$ cat src/rtl/serial2parallel_pkg.sv
// Shared FFT32 width constants and gather-stage types.
package serial2parallel_pkg;

  localparam int FFT_NB     = 16;
  localparam int FFT_LEN    = 32;
  localparam int FFT_LANES  = 4;
  localparam int FFT_GROUPS = FFT_LEN / FFT_LANES;

  typedef enum logic {
    S_IDLE    = 1'b0,
    S_COLLECT = 1'b1
  } s2p_state_e;

endpackage

$ cat src/rtl/serial2parallel_if.sv
// Serial sample input and gathered parallel word output of the FFT32 gather stage.
interface serial2parallel_if #(
  parameter int NB = serial2parallel_pkg::FFT_NB
);
  logic            START;
  logic            IVLD;
  logic [NB-1:0]   IR;
  logic [NB-1:0]   II;
  logic [4*NB-1:0] DR;
  logic [4*NB-1:0] DI;
  logic            RDY;
  logic            LAST;
  logic            BUSY;

  modport master (output START, IVLD, IR, II,
                  input  DR, DI, RDY, LAST, BUSY);

  modport slave  (input  START, IVLD, IR, II,
                  output DR, DI, RDY, LAST, BUSY);
endinterface

$ cat src/rtl/serial2parallel_lane_gather.sv
// 4-lane write-by-index assembly register with a commit-to-output word.
// Lane 0 is the MSB lane of the output word; the committing sample
// bypasses straight into the LSB lane.
module serial2parallel_lane_gather #(
  parameter int NB = 16
) (
  input  logic            clk,
  input  logic            rst_n,
  input  logic            wr_en,
  input  logic [1:0]      wr_idx,
  input  logic [NB-1:0]   wr_data,
  input  logic            commit,
  output logic [4*NB-1:0] dout
);

  logic [NB-1:0]   lane_q [4];
  logic [NB-1:0]   lane_d [4];
  logic [4*NB-1:0] dout_q;
  logic [4*NB-1:0] dout_d;

  // Lane write and output commit; dout holds until the next commit.
  always_comb begin
    lane_d = lane_q;
    dout_d = dout_q;
    if (wr_en) begin
      lane_d[wr_idx] = wr_data;
    end
    if (commit) begin
      dout_d = {lane_q[0], lane_q[1], lane_q[2], wr_data};
    end
  end

  // Assembly lanes and output word registers.
  always_ff @(posedge clk or negedge rst_n) begin
    if (!rst_n) begin
      for (int unsigned i = 0; i < 4; i++) begin
        lane_q[i] <= '0;
      end
      dout_q <= '0;
    end else begin
      lane_q <= lane_d;
      dout_q <= dout_d;
    end
  end

  assign dout = dout_q;

endmodule

$ cat src/rtl/serial2parallel.sv
// FFT32 input gather: serial complex samples into 4-lane words with RDY/LAST.
module serial2parallel
  import serial2parallel_pkg::*;
#(
  parameter int NB     = FFT_NB,
  parameter int GROUPS = FFT_GROUPS
) (
  input  logic              CLK,
  input  logic              RST,
  serial2parallel_if.slave  bus
);

  localparam int GW = (GROUPS > 1) ? $clog2(GROUPS) : 1;

  s2p_state_e      state_q, state_d;
  logic [1:0]      lane_q, lane_d;
  logic [GW-1:0]   group_q, group_d;
  logic            rdy_q, rdy_d;
  logic            last_q, last_d;
  logic            wr_en;
  logic [1:0]      wr_idx;
  logic            commit;
  logic [4*NB-1:0] dr_w;
  logic [4*NB-1:0] di_w;

  // Next-state: START always restarts at lane 0 of group 0, discarding any
  // partial group; in COLLECT a valid sample fills the next lane and the
  // fourth lane commits the word.
  always_comb begin
    state_d = state_q;
    lane_d  = lane_q;
    group_d = group_q;
    rdy_d   = 1'b0;
    last_d  = 1'b0;
    wr_en   = 1'b0;
    wr_idx  = lane_q;
    commit  = 1'b0;
    if (bus.START) begin
      wr_en   = 1'b1;
      wr_idx  = 2'd0;
      lane_d  = 2'd1;
      group_d = '0;
      state_d = S_COLLECT;
    end else if (bus.IVLD && (state_q == S_COLLECT)) begin
      wr_en  = 1'b1;
      lane_d = lane_q + 2'd1;
      if (lane_q == 2'd3) begin
        commit = 1'b1;
        rdy_d  = 1'b1;
        if (group_q == GW'(GROUPS - 1)) begin
          last_d  = 1'b1;
          group_d = '0;
          state_d = S_IDLE;
        end else begin
          group_d = group_q + GW'(1);
        end
      end
    end
  end

  // Control state registers.
  always_ff @(posedge CLK or negedge RST) begin
    if (!RST) begin
      state_q <= S_IDLE;
      lane_q  <= '0;
      group_q <= '0;
      rdy_q   <= 1'b0;
      last_q  <= 1'b0;
    end else begin
      state_q <= state_d;
      lane_q  <= lane_d;
      group_q <= group_d;
      rdy_q   <= rdy_d;
      last_q  <= last_d;
    end
  end

  serial2parallel_lane_gather #(.NB(NB)) u_gather_re (
    .clk     (CLK),
    .rst_n   (RST),
    .wr_en   (wr_en),
    .wr_idx  (wr_idx),
    .wr_data (bus.IR),
    .commit  (commit),
    .dout    (dr_w)
  );

  serial2parallel_lane_gather #(.NB(NB)) u_gather_im (
    .clk     (CLK),
    .rst_n   (RST),
    .wr_en   (wr_en),
    .wr_idx  (wr_idx),
    .wr_data (bus.II),
    .commit  (commit),
    .dout    (di_w)
  );

  assign bus.DR   = dr_w;
  assign bus.DI   = di_w;
  assign bus.RDY  = rdy_q;
  assign bus.LAST = last_q;
  assign bus.BUSY = (state_q == S_COLLECT);

endmodule
$ cat src/flat_wrapper.sv
// flat-port wrapper written by rule: the top's interface ports become plain ports
module serial2parallel_flat import serial2parallel_pkg::*;
#(
  parameter int NB     = FFT_NB,
  parameter int GROUPS = FFT_GROUPS
)
  (CLK, RST, bus_START, bus_IVLD, bus_IR, bus_II, bus_DR, bus_DI, bus_RDY, bus_LAST, bus_BUSY);
  serial2parallel_if #(.NB(NB)) bus_i ();
  input  logic CLK;
  input  logic RST;
  input wire logic [$bits(bus_i.START)-1:0] bus_START;
  input wire logic [$bits(bus_i.IVLD)-1:0] bus_IVLD;
  input wire logic [$bits(bus_i.IR)-1:0] bus_IR;
  input wire logic [$bits(bus_i.II)-1:0] bus_II;
  output wire logic [$bits(bus_i.DR)-1:0] bus_DR;
  output wire logic [$bits(bus_i.DI)-1:0] bus_DI;
  output wire logic [$bits(bus_i.RDY)-1:0] bus_RDY;
  output wire logic [$bits(bus_i.LAST)-1:0] bus_LAST;
  output wire logic [$bits(bus_i.BUSY)-1:0] bus_BUSY;
  assign bus_i.START = bus_START;
  assign bus_i.IVLD = bus_IVLD;
  assign bus_i.IR = bus_IR;
  assign bus_i.II = bus_II;
  assign bus_DR = bus_i.DR;
  assign bus_DI = bus_i.DI;
  assign bus_RDY = bus_i.RDY;
  assign bus_LAST = bus_i.LAST;
  assign bus_BUSY = bus_i.BUSY;
  serial2parallel #(.NB(NB), .GROUPS(GROUPS)) u_core (.CLK(CLK), .RST(RST), .bus(bus_i));
endmodule
$ cat config.mk
export PLATFORM = sky130hd
export DESIGN_NAME = serial2parallel_flat
export DESIGN_NICKNAME = d
export VERILOG_FILES = /design/src/rtl/serial2parallel_pkg.sv /design/src/rtl/serial2parallel_if.sv /design/src/rtl/serial2parallel_lane_gather.sv /design/src/rtl/serial2parallel.sv /design/src/flat_wrapper.sv
export SDC_FILE = /design/constraint.sdc
export NUM_CORES = 1
export LEC_CHECK = 0
export BUFFER_PORTS_ARGS = -buffer_cell sky130_fd_sc_hd__buf_2
export CAP_MARGIN = 20
export CORE_MARGIN = 2
export CORE_UTILIZATION = 59
export CTS_BUF_LIST = sky130_fd_sc_hd__clkbuf_8 sky130_fd_sc_hd__clkbuf_16
export DETAILED_ROUTE_END_ITERATION = 16
export PLACE_DENSITY = 0.84
export REMOVE_ABC_BUFFERS = 1
export SYNTH_ARGS = -nofsm -noshare
export SYNTH_HDL_FRONTEND = slang
export SYNTH_HIERARCHICAL = 1
export SYNTH_SLANG_ARGS = --single-unit
$ cat constraint.sdc
create_clock -name CLK -period 2.9 [get_ports CLK]
set_input_delay 0.58 -clock CLK [delete_from_list [all_inputs] [get_ports CLK]]
set_output_delay 0.58 -clock CLK [all_outputs]
set_load 0.05 [all_outputs]
==> results of run 1 <==
## power by group
part           leakage [nW]  switching [mW]  internal [mW]  total, mW
logic                  1.83            3.71           1.44       5.15
registers              2.82           0.581           4.37       4.95
clock network         0.378            1.17           1.68       2.85
total                  5.02            5.46           7.50       13.0
## sequential cells by signal (all words and copies together) (netlist names)
| signal | flops |
|---|---|
| u_core/u_gather_im/lane_q | 48 |
| u_core/lane_q | 2 |
| u_core/u_gather_im/dout | 64 |
| u_core/bus.LAST | 1 |
| u_core/group_q | 3 |
| u_core/u_gather_re/lane_q | 48 |
| u_core/u_gather_re/dout | 64 |
| u_core/bus.BUSY | 1 |
| u_core/bus.RDY | 1 |
## cell families after synthesis
kind of cell	after synthesis	synth area share
AO/OA/AOI/OAI	6	0.00499
multiplexers	227	0.292
flip-flops	232	0.662
AND/OR/NAND/NOR	20	0.0200
buffers and inverters	22	0.0171
adder cells (fa/ha/maj)	3	0.00428
## layout by cell type, fill, tap and decap left out, drive strengths merged, types with 3 or more instances in the layout
master and instances:
nand2b 4, ha 3, nor2b 3, clkinvlp 3
buf 174, inv 5, mux2 225, clkbuf 30
dfrtp 232, nand3b 4
## through the flow
stage,area [µm²],instances
2_1_floorplan,8620,488
3_3_place_gp,9820,846
3_5_place_dp,9820,846
4_1_cts,10600,887
5_1_grt,10600,887
6_report,10600,887
## final timing paths
path                       slack, ns                           from                       endpoint
setup / recovery                0.77               u_core/lane_q[0]  u_core/u_gather_re/lane_q[42]
hold / removal                  0.36                      bus_II[2]  u_core/u_gather_im/lane_q[50]
setup reg to reg                0.77               u_core/lane_q[0]  u_core/u_gather_re/lane_q[42]
hold reg to reg                 0.49  u_core/u_gather_im/lane_q[29]    u_core/u_gather_im/dout[29]
max in group asynchronous       1.62                            RST  u_core/u_gather_im/lane_q[48]
min in group asynchronous       0.54                            RST    u_core/u_gather_im/dout[20]
## routing by layer
metal / routed length, µm / global-route usage / vias up
li1: - / - / 2174
met1: 6950 / 0.275 / 2501
met2: 8880 / 0.385 / 113
met3: 627 / 0.0310 / 26
met4: 332 / 0.0627 / 0
met5: 0 / 0 / -
## layout make-up
class / instances / area share
Sequential cell: 232 / 0.549
Multi-Input combinational cell: 256 / 0.266
Timing Repair Buffer: 175 / 0.0920
Clock buffer: 30 / 0.0657
Tap cell: 184 / 0.0218
Clock inverter: 10 / 0.00532
## timing repair
| action | 4_1_cts | 5_1_grt |
|---|---|---|
| hold buffers | 1 | 0 |
| hold endpoints to repair | 33 | 0 |
| buffers inserted | 0 | 0 |
| setup endpoints to repair | 0 | 0 |
## critical path, cell delays in order (launching register included)
cell	delay [ns]
dfrtp_1	0.39
nor2b_1	0.58
nand3b_2	0.56
mux2_2	0.46
==> results by group, run 1 <==
Outcome
  – Status: finished clean

Power
  – VDD IR-drop max: 0.000899 V
  – PD cells: 1230 nW/µm²
  – Total leakage power: 5.02 nW
  – Pwr Total: 13.0 mW

Global routing
  – Total track usage: 0.215
  – First-pass GRT wire length: 27,600 µm
  – GRT Residual Overflow: 0
  – Vias in the first global route: 5,368
  – Initial antenna violation count: 0
  – Largest net degree at the start of global routing: 84

Layout
  – Nets@finish: 728
  – Layout area overhead: 20.6%
  – Antenna fix cells: 0
  – Fillers: 925
  – Final Util: 0.728
  – Share of layout cells above drive strength 1: 0.633
  – FF/Latch Area: 5810 µm²
  – Area of the multi-input gates: 2820 µm²

Die
  – Site Rows: 44
  – Initial Util: 0.603
  – Die width: 126 µm
  – Ports: 167
  – Die Y: 126 µm
  – Die area: 15,900 µm²
  – CORE AREA: 14,500 µm²

Synthesis
  – Asr flop ratio synth: 1.00
  – Synth cell types: 25
  – Avg Inst Size Synth: 17.2 µm²
  – Largest cells by area after synthesis: dfrtp_1 (66%), mux2_2 (29%), buf_2 (0.80%)
  – Post-Syn Instances: 510
  – Primary FF master, synth: dfrtp_1
  – YS warnings: 6
  – Mapped Area: 8770 µm²
  – Post-synth EDFFs: 0
  – Seq/Total Area, Yosys: 0.662
  – Yosys reg bits: 232
  – Area leader, netlist: dfrtp_1
  – Top-count cell post-synth: dfrtp_1
  – Area share of the largest cell type after synthesis: 0.662
  – Synth top cells by count: dfrtp_1 (232), mux2_2 (224), buf_2 (14)

Clock tree
  – H-tree levels: 1
  – Clk buf depth: 3
  – CTS tree: yes
  – Insertion delay to the later sink of the worst-skew pair: 0.50 ns
  – Worst-path clk slew: 0.06 ns
  – Resize count post-CTS: 0
  – CTS buffer count: 24
  – Clock root cell: clkbuf_16
  – Clk sink count: 232

Job
  – Number of max-cap violations: 0

Worst hold path
  – Min-Delay Path Class: in2reg
  – Hold Path Depth: 2

Timing
  – Final worst-path setup slack: 0.773 ns
  – Fin. max-slew vios: 0
  – F_max: 0.470 GHz
  – Minimum clock period: 2.13 ns
  – Worst Clk Skew: 0.0127 ns
  – Period utilization: 0.733
  – RSZ-0062 raised after global routing: false
  – Slew @ Worst Pin: 0.692 ns
  – Setup violators final: 0
  – Min Hold Slack: 0.361 ns
  – Setup TNS Final: 0 ns
  – Final hold vios: 0
  – Slew margin rel.: 0.538

Place
  – Setup WS pre-CTS: 0.409 ns
  – Port Buf Inserts: 166
  – Gpl congestion: 0.749
  – Dpl hpwl: 11,000 µm

Setup path
  – Crit start category: flop
  – Crit-path max FO: 16
  – CP required: 3.27 ns
  – Setup crit end kind: flop
  – Worst R2R Path Depth: 3
  – Setup CP Type: reg2reg
  – CP arrival: 2.50 ns

Detailed routing
  – Via Count: 4,814
  – WL final: 16,800 µm
  – Iteration-0 DRC Markers: 220
  – Via-per-instance ratio: 5.43
  – Detailed Routing Iterations Pass 1: 6
  – DRT antenna net count: 0
  – WL per Instance: 18.9 µm
  – # DRC: 0
Power figures use the tool's default switching activity.
==> run 2: changes to the inputs <==
- CORE_UTILIZATION: 59 -> 55
- PLACE_DENSITY: 0.84 -> 0.79
- clock period: 2.9 -> 2.1 ns (I/O delays scaled with it)
==> results by group, run 2 (synthesis gave the netlist of run 1 again) <==
Setup path
  – Setup CP Type: reg2reg
  – Crit start category: flop
  – R2R Path End: u_core/u_gather_im/dout[62]
  – Worst R2R Path Depth: 4 (+1)
  – RR Startpoint: u_core/lane_q[0]
  – CP Launch Point: u_core/lane_q[0]
  – Worst reg2reg setup slack: 0.24 ns (-0.53 ns)
  – CP endpoint: u_core/u_gather_im/dout[62]
  – CP arrival: 2.23 ns (-0.27 ns)
  – Crit-path max FO: 78 (+62)
  – Setup crit end kind: flop
  – CP required: 2.47 ns (-0.80 ns)

Place
  – Setup WS pre-CTS: 0.196 ns (-0.213 ns)
  – DP Area: 10,000 µm² (+2.0%)
  – Gpl congestion: 0.796 (+6.3%)
  – Port Buf Inserts: 166 (unchanged)
  – Dpl hpwl: 11,300 µm (+2.8%)

Power
  – Switching share of total power: 0.421 (-0.000707)
  – Logic gate share of total power: 0.401 (+0.003)
  – VDD IR-drop max: 0.00101 V (+13%)
  – Proportion of power drawn by the clock network: 0.217 (-0.003)
  – PD cells: 1660 nW/µm² (+36%)
  – P_int: 10.3 mW (+38%)
  – Total leakage power: 5.11 nW (+1.8%)
  – Pwr Total: 17.9 mW (+38%)
  – Reg power frac: 0.382 (about the same)
  – Sw Pwr: 7.52 mW (+38%)

Detailed routing
  – WL final: 16,900 µm (+0.71%)
  – WL per Instance: 18.2 µm (-3.8%)
  – Via-per-instance ratio: 5.20 (-4.1%)
  – Via Count: 4,835 (+0.44%)
  – Detailed Routing Iterations Pass 1: 4 (-2)
  – # DRC: 0 (unchanged)
  – DRT antenna net count: 0 (unchanged)
  – Iteration-0 DRC Markers: 117 (-47%)

Layout
  – Share of layout cells above drive strength 1: 0.635 (+0.00234)
  – Post-route cell area: 10,700 µm² (+1.6%)
  – Most frequent cells in the layout: dfrtp_1 (232), mux2_2 (224), buf_2 (165)
  – Layout area overhead: 22.6%
  – Fillers: 1,072 (+16%)
  – Most common cell after layout, fill and taps aside: dfrtp_1
  – Nets@finish: 736 (+1.1%)
  – Antenna fix cells: 0 (unchanged)

Die
  – Die width: 130 µm (+3.5%)
  – Initial Util: 0.558 (-0.0453)
  – Site Rows: 46 (+4.5%)
  – Die area: 17,000 µm² (+7.0%)
  – Ports: 167 (unchanged)
  – Die Y: 130 µm (+3.5%)
  – CORE AREA: 15,700 µm² (+8.1%)

Timing
  – Fin. max-slew vios: 0 (unchanged)
  – Slew @ Worst Pin: 0.554 ns (-0.138 ns)
  – Minimum clock period: 1.86 ns (-0.270 ns)
  – Slew margin rel.: 0.630 (+0.0927)
  – F_max: 0.539 GHz (+15%)
  – RSZ-0062 raised after global routing: false
  – Final worst-path setup slack: 0.243 ns (-0.530 ns)
  – Setup violators final: 0 (unchanged)
  – Min Hold Slack: 0.202 ns (-0.160 ns)
  – Final hold vios: 0 (unchanged)
  – Period utilization: 0.884 (+0.151)
  – Worst Clk Skew: 0.00916 ns (-0.00359 ns)

Global routing
  – Largest net degree at the start of global routing: 79 (-6.0%)
  – First-pass GRT wire length: 27,100 µm (-1.7%)
  – Total track usage: 0.203 (-0.0115)
  – Initial antenna violation count: 0 (unchanged)
  – GRT Residual Overflow: 0 (unchanged)
  – Vias in the first global route: 5,271 (-1.8%)

Clock tree
  – Insertion delay to the later sink of the worst-skew pair: 0.49 ns (about the same)
  – Resize count post-CTS: 0 (unchanged)
  – Worst-path clk slew: 0.06 ns (about the same)
  – H-tree levels: 1 (unchanged)
  – Clk buf depth: 3 (unchanged)
  – CTS tree: yes
  – CTS buffer count: 23 (-4.2%)
  – Clock root cell: clkbuf_16
  – Clk sink count: 232 (unchanged)

Outcome
  – Status: finished clean

Job
  – Number of max-cap violations: 0 (unchanged)

Worst hold path
  – Min-Delay Path Class: in2reg
[run 2: final cells by class]
cell class / instances / area [µm²] / area share
Timing Repair Buffer: 184 / 1130 / 0.105
Clock buffer: 28 / 644 / 0.0600
Clock inverter: 13 / 82.6 / 0.00768
Sequential cell: 232 / 5810 / 0.540
Tap cell: 216 / 270 / 0.0251
Multi-Input combinational cell: 256 / 2820 / 0.262
[run 2: metal layers]
metal	routed length, µm	share of wire	track usage	vias up
li1	-	-	-	2191
met1	6980	0.41	0.264	2492
met4	356	0.021	0.0670	0
met2	8810	0.52	0.349	116
met3	772	0.046	0.0381	36
met5	0	0	0	-
[run 2: worst min path at each step]
stage                     cells after the start  slack, ns       start                       endpoint
after floorplan                               0       0.12         RST                u_core/bus.BUSY
after global placement                        1       0.42         RST     u_core/u_gather_im/dout[9]
after detailed placement                      1       0.43         RST  u_core/u_gather_im/lane_q[57]
after CTS                                     2       0.19  bus_II[10]  u_core/u_gather_im/lane_q[26]
after global routing                          2       0.19   bus_II[1]  u_core/u_gather_im/lane_q[33]
final                                         2       0.20  bus_II[10]  u_core/u_gather_im/lane_q[26]
[run 2: repair_timing]
action	4_1_cts	5_1_grt
hold buffers	1	0
hold endpoints to repair	63	0
setup buffers	0	0
[run 2: power groups by stage]
stage                     Combinational [mW]  Sequential, mW  Clock (mW)
final                                   7.16            6.83        3.88
after global routing                    7.47            7.04        4.18
after CTS                               7.23            6.85        3.98
after detailed placement                7.21            6.91           0
after global placement                  7.06            6.80           0
after floorplan                         1.50            10.7           0
[run 2: critical path, stage by stage, from the launching register on]
cell,delay (ns)
dfrtp_1,0.39
ha_1,0.24
and4b_4,0.30
buf_12,0.36
mux2_2,0.39
[run 2: per-stage QoR]
stage	util	cells	setup TNS, ns
after floorplan	-	488	-128.07
final	0.684	929	0
after CTS	0.684	929	0
after global placement	0.637	887	0
after global routing	0.684	929	0
after detailed placement	0.637	887	0
==> run 3: changes to the inputs <==
- CORE_MARGIN: 2 -> not set
==> results by group, run 3 (synthesis gave the netlist of run 1 again) <==
Outcome
  – Status: finished clean

Setup path
  – Crit start category: flop
  – CP peak stage delay: 0.50 ns (+0.11 ns)
  – Setup crit end kind: output port
  – CP required: 1.68 ns (-0.79 ns)
  – Worst R2R Path Depth: 4 (unchanged)
  – CP arrival: 1.34 ns (-0.89 ns)
  – Slowest cell on crit path: dfrtp_1
  – Setup CP Type: reg2out
  – Worst reg2reg setup slack: 0.38 ns (+0.14 ns)
  – R2R Path End: u_core/u_gather_re/dout[52]
  – RR Startpoint: u_core/lane_q[0]
  – Critical path's top delay family: flip-flops
  – WP buf/inv: 1 (unchanged)
  – CP Cell Sequence: buf_2
  – Crit-path max FO: 9 (-88%)

Timing
  – Period utilization: 0.838 (-0.0463)
  – Worst Clk Skew: 0.0117 ns (+0.00251 ns)
  – Minimum clock period: 1.76 ns (-0.0972 ns)
  – Final hold vios: 0 (unchanged)
  – RSZ-0062 raised after global routing: false
  – Fin. max-slew vios: 0 (unchanged)
  – Slew @ Worst Pin: 0.665 ns (+0.111 ns)
  – F_max: 0.568 GHz (+5.5%)
  – Slew margin rel.: 0.557 (-0.0738)
  – Setup violators final: 0 (unchanged)

Clock tree
  – Clock root cell: clkbuf_16
  – CTS tree: yes
  – Clk buf depth: 3 (unchanged)
  – H-tree levels: 1 (unchanged)
  – Clk sink count: 232 (unchanged)
  – Resize count post-CTS: 0 (unchanged)
  – CTS buffer count: 24 (+4.3%)
  – Insertion delay to the later sink of the worst-skew pair: 0.51 ns (+0.02 ns)
  – CTS hold repair buffers: 1 (unchanged)
  – Worst-path clk slew: 0.06 ns (about the same)
  – Post-CTS Repair Setup Buffers: 0 (unchanged)

Power
  – Total leakage power: 5.16 nW (+0.96%)
  – PD cells: 1690 nW/µm² (+1.9%)
  – VDD IR-drop max: 0.00106 V (+4.9%)

Layout
  – Final Util: 0.708 (+0.0240)
  – Most frequent cells in the layout: dfrtp_1 (232), mux2_2 (224), buf_2 (165)
  – Antenna fix cells: 0 (unchanged)
  – Most common cell after layout, fill and taps aside: dfrtp_1
  – Post-route insts no fill: 929 (unchanged)
  – Layout area overhead: 24.1%
  – Fillers: 1,011 (-5.7%)
  – Nets@finish: 739 (+0.41%)
  – Share of layout cells above drive strength 1: 0.642 (+0.00672)

Detailed routing
  – WL per Instance: 18.1 µm (-0.35%)
  – Via Count: 4,840 (+0.10%)
  – DRT antenna net count: 0 (unchanged)
  – Iteration-0 DRC Markers: 170 (+45%)
  – WL final: 16,900 µm (-0.35%)
  – Via-per-instance ratio: 5.21 (+0.10%)
  – Detailed Routing Iterations Pass 1: 4 (unchanged)
  – # DRC: 0 (unchanged)

Job
  – Number of max-cap violations: 0 (unchanged)

Worst hold path
  – Hold Path End: u_core/u_gather_re/lane_q[18]
  – Hold Path Depth: 2 (unchanged)
  – Min-Delay Path Class: in2reg
  – Hold Path Origin: bus_IR[2]

Die
  – Die width: 128 µm (-1.5%)
  – Die Y: 128 µm (-1.5%)
  – Ports: 167 (unchanged)
  – Die area: 16,500 µm² (-3.0%)
  – Site Rows: 45 (-2.2%)
  – CORE AREA: 15,400 µm² (-2.2%)
  – Initial Util: 0.571 (+0.0124)

Global routing
  – Initial antenna violation count: 0 (unchanged)
  – GRT Residual Overflow: 0 (unchanged)
  – Largest net degree at the start of global routing: 83 (+5.1%)
  – Total track usage: 0.214 (+0.0102)
  – Vias in the first global route: 5,236 (-0.66%)
  – First-pass GRT wire length: 27,500 µm (+1.2%)

Place
  – Gpl congestion: 0.731 (-8.1%)
  – DP Cell Count: 884 (-0.34%)
  – Dpl hpwl: 11,000 µm (-2.8%)
  – Port Buf Inserts: 166 (unchanged)
run 3: cell count changes in the layout (fill, tap and decap cells not counted), moves of 2 or more:
cell | previous run | this run
clkbuf_8 | 5 | 0
bufinv_16 | 1 | 5
inv_1 | 6 | 3
buf_4 | 5 | 7
clkinv_8 | 0 | 2
clkinvlp_4 | 0 | 2
run 3: worst max path at each step:
| stage | start | endpoint | slack, ns | cells after the start |
|---|---|---|---|---|
| final | u_core/bus.BUSY | bus_BUSY | 0.34 | 1 |
| after global routing | u_core/bus.BUSY | bus_BUSY | 0.29 | 1 |
| after CTS | u_core/bus.BUSY | bus_BUSY | 0.32 | 1 |
| after detailed placement | bus_START | u_core/u_gather_re/dout[9] | 0.28 | 4 |
| after global placement | bus_START | u_core/u_gather_re/dout[58] | 0.32 | 4 |
| after floorplan | u_core/bus.BUSY | u_core/u_gather_im/dout[0] | -0.99 | 2 |
run 3: per-stage QoR:
| step | TNS (ns) | instance area (µm²) | hold WS [ns] | power (mW) | worst slack (ns) |
|---|---|---|---|---|---|
| after CTS | 0 | 10900 | 0.162 | 18.6 | 0.323 |
| after global routing | 0 | 10900 | 0.166 | 19.2 | 0.286 |
| final | 0 | 10900 | 0.177 | 18.4 | 0.340 |
| after global placement | 0 | 10000 | 0.450 | 13.8 | 0.324 |
| after detailed placement | 0 | 10000 | 0.473 | 14.1 | 0.276 |
| after floorplan | -128.07 | 8620 | 0.124 | 12.2 | -0.995 |
run 3: area by class of cell:
cell class / instances / area [µm²] / area share
clock inverters: 20 / 253 / 0.0232
clock buffers: 24 / 601 / 0.0552
well taps: 211 / 264 / 0.0243
multi-input cells: 256 / 2820 / 0.259
flip-flops and latches: 232 / 5810 / 0.533
repair buffers: 186 / 1140 / 0.105
run 3: where the power goes:
| group | internal, mW | switching [mW] | leakage [nW] | total [mW] |
|---|---|---|---|---|
| sequential | 6.04 | 0.795 | 2.82 | 6.83 |
| combinational | 2.03 | 5.13 | 1.92 | 7.16 |
| clock | 2.72 | 1.72 | 0.428 | 4.45 |
run 3: metal layers:
layer / GRT usage / up-vias / routed length (µm)
met3: 0.0467 / 31 / 740
met2: 0.372 / 107 / 8850
met1: 0.269 / 2497 / 6880
met5: 0 / - / 0
met4: 0.0602 / 0 / 385
li1: - / 2205 / -
